**config.mk**
```make
export PLATFORM = sky130hd
export DESIGN_NAME = fixed_hardtanh_backward
export DESIGN_NICKNAME = d
export VERILOG_FILES = /design/src/rtl/fixed_hardtanh_backward_pkg.sv /design/src/rtl/hardtanh_mask_fifo.sv /design/src/rtl/fixed_hardtanh_backward.sv
export SDC_FILE = /design/constraint.sdc
export NUM_CORES = 1
export LEC_CHECK = 0
export ABC_AREA = 1
export BUFFER_PORTS_ARGS = -buffer_cell sky130_fd_sc_hd__buf_2
export CELL_PAD_IN_SITES_DETAIL_PLACEMENT = 0
export CELL_PAD_IN_SITES_GLOBAL_PLACEMENT = 2
export CORE_UTILIZATION = 33
export DETAILED_ROUTE_END_ITERATION = 10
export HOLD_SLACK_MARGIN = 0.03
export PLACE_DENSITY_LB_ADDON = 0.1
export SKIP_CTS_REPAIR_TIMING = 1
export SLEW_MARGIN = 0
export SYNTH_ARGS = -nofsm -noshare
export SYNTH_HDL_FRONTEND = slang
export SYNTH_SLANG_ARGS = --single-unit
```
**constraint.sdc**
```tcl
create_clock -name clk -period 3.6 [get_ports clk]
set_input_delay 0.18 -clock clk [delete_from_list [all_inputs] [get_ports clk]]
set_output_delay 0.18 -clock clk [all_outputs]
set_load 0.005 [all_outputs]
```
**src/rtl/fixed_hardtanh_backward_pkg.sv**
```systemverilog
// Shared activation helpers: hardtanh clamp and pass-through mask for its gradient.
// Bounds and operands are raw fixed-point integers, sign-extended to 32 bits.
package fixed_hardtanh_backward_pkg;

  // One bit per lane: 1 when the forward value sat strictly inside the bounds.
  typedef logic mask_lane_t;

  function automatic logic signed [31:0] hardtanh_clamp(input logic signed [31:0] x,
                                                        input logic signed [31:0] lo,
                                                        input logic signed [31:0] hi);
    if (x <= lo) return lo;
    if (x >= hi) return hi;
    return x;
  endfunction

  function automatic mask_lane_t hardtanh_pass(input logic signed [31:0] x,
                                               input logic signed [31:0] lo,
                                               input logic signed [31:0] hi);
    return (x > lo) && (x < hi);
  endfunction

endpackage

```
**src/rtl/hardtanh_mask_fifo.sv**
```systemverilog
// Mask FIFO of any depth >= 2; read data is a registered entry, so a push is poppable next cycle.
// Pushes while full and pops while empty are ignored, so callers may present requests freely.
module hardtanh_mask_fifo #(
  parameter int WIDTH = 4,
  parameter int DEPTH = 16
) (
  input  logic                           clk,
  input  logic                           rst,
  input  logic                           push,
  input  logic [WIDTH-1:0]               push_dat,
  input  logic                           pop,
  output logic [WIDTH-1:0]               pop_dat,
  output logic                           full,
  output logic                           empty,
  output logic [$clog2(DEPTH+1)-1:0]     count
);

  localparam int PW = $clog2(DEPTH);
  localparam int CW = $clog2(DEPTH + 1);

  logic [WIDTH-1:0] mem [DEPTH];
  logic [PW-1:0]    wr_ptr;
  logic [PW-1:0]    rd_ptr;
  logic             push_ok;
  logic             pop_ok;

  assign full    = (count == CW'(DEPTH));
  assign empty   = (count == '0);
  assign push_ok = push && !full;
  assign pop_ok  = pop && !empty;
  assign pop_dat = mem[rd_ptr];

  // Explicit wrap keeps non-power-of-two depths correct.
  function automatic logic [PW-1:0] ptr_next(input logic [PW-1:0] p);
    return (p == PW'(DEPTH - 1)) ? '0 : p + 1'b1;
  endfunction

  always_ff @(posedge clk) begin
    if (push_ok) mem[wr_ptr] <= push_dat;
  end

  always_ff @(posedge clk) begin
    if (rst) begin
      wr_ptr <= '0;
      rd_ptr <= '0;
      count  <= '0;
    end else begin
      if (push_ok) wr_ptr <= ptr_next(wr_ptr);
      if (pop_ok)  rd_ptr <= ptr_next(rd_ptr);
      case ({push_ok, pop_ok})
        2'b10:   count <= count + 1'b1;
        2'b01:   count <= count - 1'b1;
        default: count <= count;
      endcase
    end
  end

endmodule

```
**src/rtl/fixed_hardtanh_backward.sv**
```systemverilog
// Hardtanh forward clamp (combinational) paired with its gradient gate (1-cycle registered output).
// Forward input stalls when the mask FIFO is full; gradients stall while it is empty or output is blocked.
module fixed_hardtanh_backward
  import fixed_hardtanh_backward_pkg::*;
#(
  parameter int MAX_VAL                     = 127,
  parameter int MIN_VAL                     = -128,
  parameter int DATA_IN_0_PRECISION_0       = 8,
  parameter int DATA_IN_0_PRECISION_1       = 1,
  parameter int DATA_IN_0_PARALLELISM_DIM_0 = 4,
  parameter int DATA_IN_0_PARALLELISM_DIM_1 = 1,
  parameter int GRAD_PRECISION_0            = 8,
  parameter int MASK_DEPTH                  = 16,
  parameter int N = DATA_IN_0_PARALLELISM_DIM_0 * DATA_IN_0_PARALLELISM_DIM_1
) (
  input  logic                                 clk,
  input  logic                                 rst,
  input  logic [DATA_IN_0_PRECISION_0-1:0]     data_in_0 [N-1:0],
  input  logic                                 data_in_0_valid,
  output logic                                 data_in_0_ready,
  output logic [DATA_IN_0_PRECISION_0-1:0]     data_out_0 [N-1:0],
  output logic                                 data_out_0_valid,
  input  logic                                 data_out_0_ready,
  input  logic [GRAD_PRECISION_0-1:0]          grad_in_0 [N-1:0],
  input  logic                                 grad_in_0_valid,
  output logic                                 grad_in_0_ready,
  output logic [GRAD_PRECISION_0-1:0]          grad_out_0 [N-1:0],
  output logic                                 grad_out_0_valid,
  input  logic                                 grad_out_0_ready,
  output logic [$clog2(MASK_DEPTH+1)-1:0]      mask_count
);

  if (MIN_VAL >= MAX_VAL) begin : g_bad_bounds
    $error("fixed_hardtanh_backward: MIN_VAL must be below MAX_VAL");
  end
  if (MASK_DEPTH < 2) begin : g_bad_depth
    $error("fixed_hardtanh_backward: MASK_DEPTH must be at least 2");
  end
  // Bounds are in raw fixed-point units, so the fraction width only needs to be sane.
  if (DATA_IN_0_PRECISION_1 >= DATA_IN_0_PRECISION_0) begin : g_bad_frac
    $error("fixed_hardtanh_backward: fraction width must be below total width");
  end

  mask_lane_t [N-1:0] push_mask;
  logic [N-1:0]       pop_mask;
  logic               fifo_full;
  logic               fifo_empty;
  logic               full_eff;
  logic               empty_eff;
  logic               fwd_xfer;
  logic               grad_xfer;

  for (genvar i = 0; i < N; i++) begin : g_lane
    logic signed [31:0] x;
    assign x             = 32'($signed(data_in_0[i]));
    assign data_out_0[i] = DATA_IN_0_PRECISION_0'(hardtanh_clamp(x, MIN_VAL, MAX_VAL));
    assign push_mask[i]  = hardtanh_pass(x, MIN_VAL, MAX_VAL);
  end

  // Reset cycles present the FIFO as empty so nothing is pushed, popped or blocked on stale state.
  assign full_eff         = fifo_full && !rst;
  assign empty_eff        = fifo_empty || rst;
  assign data_out_0_valid = data_in_0_valid && !full_eff;
  assign data_in_0_ready  = data_out_0_ready && !full_eff;
  assign grad_in_0_ready  = !empty_eff && (!grad_out_0_valid || grad_out_0_ready);
  assign fwd_xfer         = data_in_0_valid && data_in_0_ready && !rst;
  assign grad_xfer        = grad_in_0_valid && grad_in_0_ready;

  hardtanh_mask_fifo #(
    .WIDTH (N),
    .DEPTH (MASK_DEPTH)
  ) u_mask_fifo (
    .clk      (clk),
    .rst      (rst),
    .push     (fwd_xfer),
    .push_dat (push_mask),
    .pop      (grad_xfer),
    .pop_dat  (pop_mask),
    .full     (fifo_full),
    .empty    (fifo_empty),
    .count    (mask_count)
  );

  always_ff @(posedge clk) begin
    if (rst) begin
      grad_out_0_valid <= 1'b0;
      for (int i = 0; i < N; i++) grad_out_0[i] <= '0;
    end else if (grad_xfer) begin
      grad_out_0_valid <= 1'b1;
      for (int i = 0; i < N; i++) grad_out_0[i] <= pop_mask[i] ? grad_in_0[i] : '0;
    end else if (grad_out_0_ready) begin
      grad_out_0_valid <= 1'b0;
    end
  end

endmodule

```
After elaboration in Yosys (flattened, before gate mapping)
Memory sizes are Yosys's and may differ from the RTL's. A register that Yosys moved wholly into a read port is not among the register bits.
Index checks and enable logic that the tools add are counted.
{"block": "totals", "output_inout_bits": 73, "ram_bits": 64, "ff_bits": 46, "mem_count": 1, "in_bits": 70}
{"name": "u_mask_fifo.mem", "depth": 16, "width": 4, "rd": 1, "rd_clocked_by_memory_dff": 1, "wr": 1, "line": "hardtanh_mask_fifo.sv:21", "source": "logic [WIDTH-1:0] mem [DEPTH];"}
{"block": "op_classes", "mux": 41, "n_lt_le_gt_ge": 16, "eq_ne": 5, "n_addsub": 4, "reduce_logical": 24}
{"operator": "two-way mux 8 bit", "n": 20}
{"operator": ">= comparator 8 bit (second input constant)", "n": 4}
{"operator": "greater-than comparator 8 bit (second input constant)", "n": 4}
{"operator": "<= comparator 8 bit (second input constant)", "n": 4}
{"operator": "< comparator 8 bit (second input constant)", "n": 4}
{"operator": "two-way mux 1 bit", "n": 16}
{"operator": "two-way mux 4 bit", "n": 4}
{"operator": "logical AND 1 bit", "n": 13}
{"operator": "one-hot mux 5 bit (2 select lines)", "n": 1}
{"operator": "adder 4 x 1 -> 4 bit (second input constant)", "n": 2}
{"operator": "== test 4 bit (second input constant)", "n": 2}
{"operator": "logical NOT 1 bit", "n": 6}
{"operator": "adder 5 x 1 -> 5 bit (second input constant)", "n": 1}
{"operator": "== test 5 bit (second input constant)", "n": 1}
{"operator": "logical NOT 5 bit", "n": 1}
{"operator": "subtractor 5 x 1 -> 5 bit (second input constant)", "n": 1}
{"operator": "nonzero test 2 bit", "n": 2}
{"operator": "== test 2 x 1 -> 1 bit (second input constant)", "n": 1}
{"operator": "== test 2 bit (second input constant)", "n": 1}
{"operator": "logical OR 1 bit", "n": 2}

Logic depth before layout (Yosys ltp)
{"block": "logic_depth", "depth_word": 9, "mapped_depth": 17}

Modules after synthesis
Synthesis repeated with hierarchy kept, for this count alone.
{"block": "unflattened", "cells_unflattened": 721, "hier_area_um2": 5688.0}
{"module": "hardtanh_mask_fifo", "n_inst": 1, "cells_per_inst": 352, "area_per_inst_um2": 3632.2}
{"module": "fixed_hardtanh_backward", "n_inst": 1, "cells_per_inst": 369, "area_per_inst_um2": 2055.7}

Least setup slack after synthesis
Ideal clock, no wire load.
{"block": "synth_path", "path_kind": "reg2reg", "from": "register u_mask_fifo.count[0]", "to": "register u_mask_fifo.count[4]", "stages_incl_launch_ff": 18, "path_slack_ps": 1312, "required_ps": 3484, "arrival_ps": 2173, "cell_sequence": "dfxtp_1 > nor2_1 > nand4_1 > nand3_2 > inv_2 > buf_6 > buf_6 > ha_1 > buf_2 > xor2_1 > ha_1 > a21o_1 > nand3_1 > nand2_1 > nand2_1 > nand2_1 > nand2_1 > a21oi_1"}
{"block": "synth_via", "elab_chain_cells": 9, "word_cells_on_any_way": 21, "cone_classes": "2 x add/sub; 3 x eq/ne; 1 x mux; 15 x reduce/logical"}
{"item": "from (decl)", "line": "hardtanh_mask_fifo.sv:15", "source": "output logic [$clog2(DEPTH+1)-1:0] count"}
{"item": "from (signal assigned)", "line": "hardtanh_mask_fifo.sv:51", "source": "2'b10: count <= count + 1'b1;"}
{"item": "from (signal assigned)", "line": "hardtanh_mask_fifo.sv:52", "source": "2'b01: count <= count - 1'b1;"}
{"item": "from (signal assigned)", "line": "hardtanh_mask_fifo.sv:53", "source": "default: count <= count;"}
{"item": "== test 5 bit", "line": "hardtanh_mask_fifo.sv:27", "source": "assign full = (count == CW'(DEPTH));"}
{"item": "logical AND 1 bit", "line": "fixed_hardtanh_backward.sv:61", "source": "assign full_eff = fifo_full && !rst;"}
{"item": "logical NOT 1 bit", "line": "fixed_hardtanh_backward.sv:64", "source": "assign data_in_0_ready = data_out_0_ready && !full_eff;"}
{"item": "logical AND 1 bit", "line": "fixed_hardtanh_backward.sv:64"}
{"item": "logical AND 1 bit (2 in series)", "line": "fixed_hardtanh_backward.sv:66", "source": "assign fwd_xfer = data_in_0_valid && data_in_0_ready && !rst;"}
{"item": "logical AND 1 bit", "line": "hardtanh_mask_fifo.sv:29", "source": "assign push_ok = push && !full;"}
{"item": "== test 2 x 1 -> 1 bit / == test 2 bit (equally long branches)", "line": "hardtanh_mask_fifo.sv:50", "source": "case ({push_ok, pop_ok})"}
{"item": "one-hot mux 5 bit (2 select lines) / nonzero test 2 bit (equally long branches)"}
Several ways; a longest one is shown, not always the timed one.
A chain may end at the register's enable or synchronous reset.

Worst setup path after layout
Ends and elaborated chain as after synthesis.

==> qor.csv <==
stage;metric;value;unit
synth;Synth Register Bits;114;
sta;Post-Route Setup TNS;0;ns
pwr;Cell Pwr Density;515;nW/µm²
clocking;CTS root buf;clkbuf_16;
critical_path;worst r2r path cells;13;
detailed_routing;number of remaining DRC errors;0;
floorplanning;core area;15900;µm²
clocking;Clock Latency Late Sink;0.41;ns
sta;Slew @ Worst Pin;1.08;ns
pwr;Logic pwr share;15.0;%
global_routing;first-pass GRT wire length;19500;µm
critical_path;Crit. End Element;flip-flop;
clocking;H-tree levels;4;
detailed_routing;top routing layer in use;met4;
floorplanning;Die H;130;µm
pwr;clock power share;43.5;%
worst_hold_path;Hold Path Class;in -> reg;
floorplanning;die width;130;µm
critical_path;most frequent CP cell;nand2_1;
synth;synthesized instance count;606;
critical_path;Max Fanout on Critical Path;32;
sta;Slew Limit Headroom;28.1;%
placed_design;DP Area;6100;µm²
critical_path;Crit path largest cell delay;0.42;ns
critical_path;Crit path required time;3.94;ns
sta;final period utilization;60.1;%
status;run status;completed;
detailed_routing;Met3 Wirelength;487;µm
critical_path;slowest stage cell, crit path;dfxtp_1;
final_layout;fin nets;817;
worst_hold_path;hold endpoint;grad_out_0[19]$_SDFFE_PP0N_;
global_routing;vias in the first global route;3868;
global_routing;initial antenna violation count;0;
sta;skew final;0.00778;ns
pwr;Sw Share;25.4;%
placed_design;Final GP Congestion;0.823;
clocking;total CTS buffers;17;
synth;Warnings, synthesis;0;
job;max_cap viols;0;
placed_design;DP Wirelength;9000;µm
floorplanning;die area;16800;µm²
detailed_routing;First DRT Iteration DRCs;227;
critical_path;R2R Path End;u_mask_fifo.count[4]$_SDFFE_PP0P_;
critical_path;crit path kind;reg -> reg;
sta;RSZ-0062 raised after global routing;false;
critical_path;worst reg2reg setup slack;1.44;ns
pwr;sequential fraction of design power;41.5;%
sta;final setup violation count;0;
clocking;Clock Pin Slew Worst Setup and Hold Paths;0.05;ns
clocking;clock tree buffer depth;2;
detailed_routing;total routed wirelength;13000;µm
final_layout;ANT cells;0;
synth;mean post-synth cell area;8.88;µm²
synth;Synth Cell Area;5380;µm²
sta;Final Hold Vio Count;0;
critical_path;CP bufs+invs;2;
pwr;Max VDD drop;315;µV
sta;Hold Slack;0.0204;ns
detailed_routing;met2 wire length;6200;µm
pwr;Lkg Pwr;3.07;nW
detailed_routing;routed vias/inst;4.43;
synth;Syn Nets;684;
worst_hold_path;hold path cells;3;
clocking;TritonCTS clock tree;yes;
synth;Synth cell types;30;
critical_path;CP Cell Sequence;nor2_1, nand4_1, nand3_2, inv_2, buf_4, ha_1, a21o_1, nand3_1, nand2_1, nand2_1, nand2_1, nand2_1, a21oi_1;
sta;Slew Limit Fails;0;
detailed_routing;DRT Pass-1 Iters;4;
worst_hold_path;worst hold start;grad_in_0[19];
critical_path;FF-to-FF Start;u_mask_fifo.count[0]$_SDFFE_PP0P_;
critical_path;critical path startpoint category;flip-flop;
critical_path;Critical Path AT;2.50;ns
detailed_routing;DRT met1 WL;6130;µm
critical_path;CP delay by family, top;simple AND/OR/NAND/NOR gates;
global_routing;Remaining Overflow, GRT;0;
floorplanning;# IOs;143;
floorplanning;# rows;46;
detailed_routing;DR WL/cell;13.5;µm
detailed_routing;Antenna Nets Post-Route;0;
pwr;Power Internal;2.64;mW
final_layout;layout cells sized above 1;29.7;%
detailed_routing;via count;4289;
sta;post-layout min period;2.16;ns
pwr;Psw;0.898;mW
synth;sequential element share of the synthesized area;54.3;%
floorplanning;initial core utilization;33.9;%
global_routing;pin count of the biggest net entering global routing;39;
placed_design;port bufs;142;
final_layout;Area growth, synth to finish;27.8;%
final_layout;Finished Cell Area;6870;µm²
sta;Highest Clock Rate;0.463;GHz
clocking;clock sink count;114;
global_routing;GRT Overall Usage;15.7;%
[state kept, by name (all words and copies together) (netlist names), named ones only]
signal / flops
grad_out_0: 32
grad_out_0_valid: 1
u_mask_fifo.mem: 64
u_mask_fifo.rd_ptr: 4
u_mask_fifo.wr_ptr: 4
u_mask_fifo.count: 5
[layer usage]
metal,GRT usage (%),vias up
li1,-,2229
met1,20.0,1940
met2,25.5,104
met3,3.47,16
met4,6.77,0
met5,0,-
[placed cells by master, fill, tap and decap left out, types with 11 or more instances in the layout]
cell	Yosys	final
a21oi_1	24	23
a21oi_2	23	24
buf_2	6	142
clkbuf_16	0	18
dfxtp_1	50	50
dlygate4sd3_1	0	22
edfxtp_1	64	64
inv_1	74	74
nand2_1	129	129
nand2_2	11	11
nand3_1	55	55
nor2_1	29	29
o21ai_0	39	39
[synthesized netlist by cell type, drive strengths merged]
cell    number  area [µm²]
nand4        8        50.1
ha           8         100
edfxtp      64        1920
clkbuf      35         133
nor2        30         115
a21oi       47         322
o21ai       41         205
dfxtp       50        1000
xor2         7        61.3
nor3         5        30.0
nand3       60         325
buf         21         180
clkinv       1        5.00
a21o         1        7.51
inv         78         298
nand2      142         576
nor4         8        50.1
[how the worst max path moves through the flow]
stage | startpoint | end | slack (ns) | depth (start not counted)
2_1_floorplan | u_mask_fifo.count[0]$_SDFFE_PP0P_ | u_mask_fifo.count[4]$_SDFFE_PP0P_ | 1.31 | 17
3_3_place_gp | u_mask_fifo.count[0]$_SDFFE_PP0P_ | u_mask_fifo.count[4]$_SDFFE_PP0P_ | 1.47 | 14
3_5_place_dp | u_mask_fifo.count[0]$_SDFFE_PP0P_ | u_mask_fifo.count[4]$_SDFFE_PP0P_ | 1.42 | 13
4_1_cts | u_mask_fifo.count[0]$_SDFFE_PP0P_ | u_mask_fifo.count[4]$_SDFFE_PP0P_ | 1.41 | 13
5_1_grt | u_mask_fifo.count[2]$_SDFFE_PP0P_ | u_mask_fifo.count[4]$_SDFFE_PP0P_ | 1.15 | 13
6_report | u_mask_fifo.count[0]$_SDFFE_PP0P_ | u_mask_fifo.count[4]$_SDFFE_PP0P_ | 1.44 | 13
[tightest hold or removal path, delay by kind of cell]
kind / cells / cell delay [ns]
buf+inv: 1 / 0.09
simple gates: 1 / 0.05
compound gates: 1 / 0.05
[power groups by stage]
stage / logic [mW] / registers, mW / clock network, mW
5_1_grt: 0.600 / 1.48 / 1.63
6_report: 0.531 / 1.47 / 1.54
3_3_place_gp: 0.514 / 1.49 / 0
3_5_place_dp: 0.520 / 1.49 / 0
2_1_floorplan: 0.348 / 1.50 / 0
4_1_cts: 0.522 / 1.47 / 1.57
[kinds of logic after synthesis]
group	share of synthesized area, %
adder cells (fa/ha/maj)	1.86
XOR/XNOR	1.14
flip-flops	54.3
buffers and inverters	11.4
AO/OA/AOI/OAI	9.93
AND/OR/NAND/NOR	21.3
[through the flow]
step / std cells / utilization, % / setup WS (ns) / total power [mW]
after CTS: 946 / 41.9 / 1.41 / 3.56
after global routing: 968 / 43.3 / 1.15 / 3.71
after floorplan: 606 / - / 1.31 / 1.84
after detailed placement: 914 / 38.4 / 1.42 / 2.01
final: 968 / 43.3 / 1.44 / 3.54
after global placement: 914 / 38.4 / 1.47 / 2.01
[layout make-up]
type                       instances  area, µm²
multi-input combinational        357       1850
timing repair buffer             170        976
sequential                       114       2920
clock buffer                      27        534
tap                              216        270
fill                            1604       9010
clock inverter                     5       22.5
inverter                          79        303
Note: power is estimated with default switching activity, not from simulation.
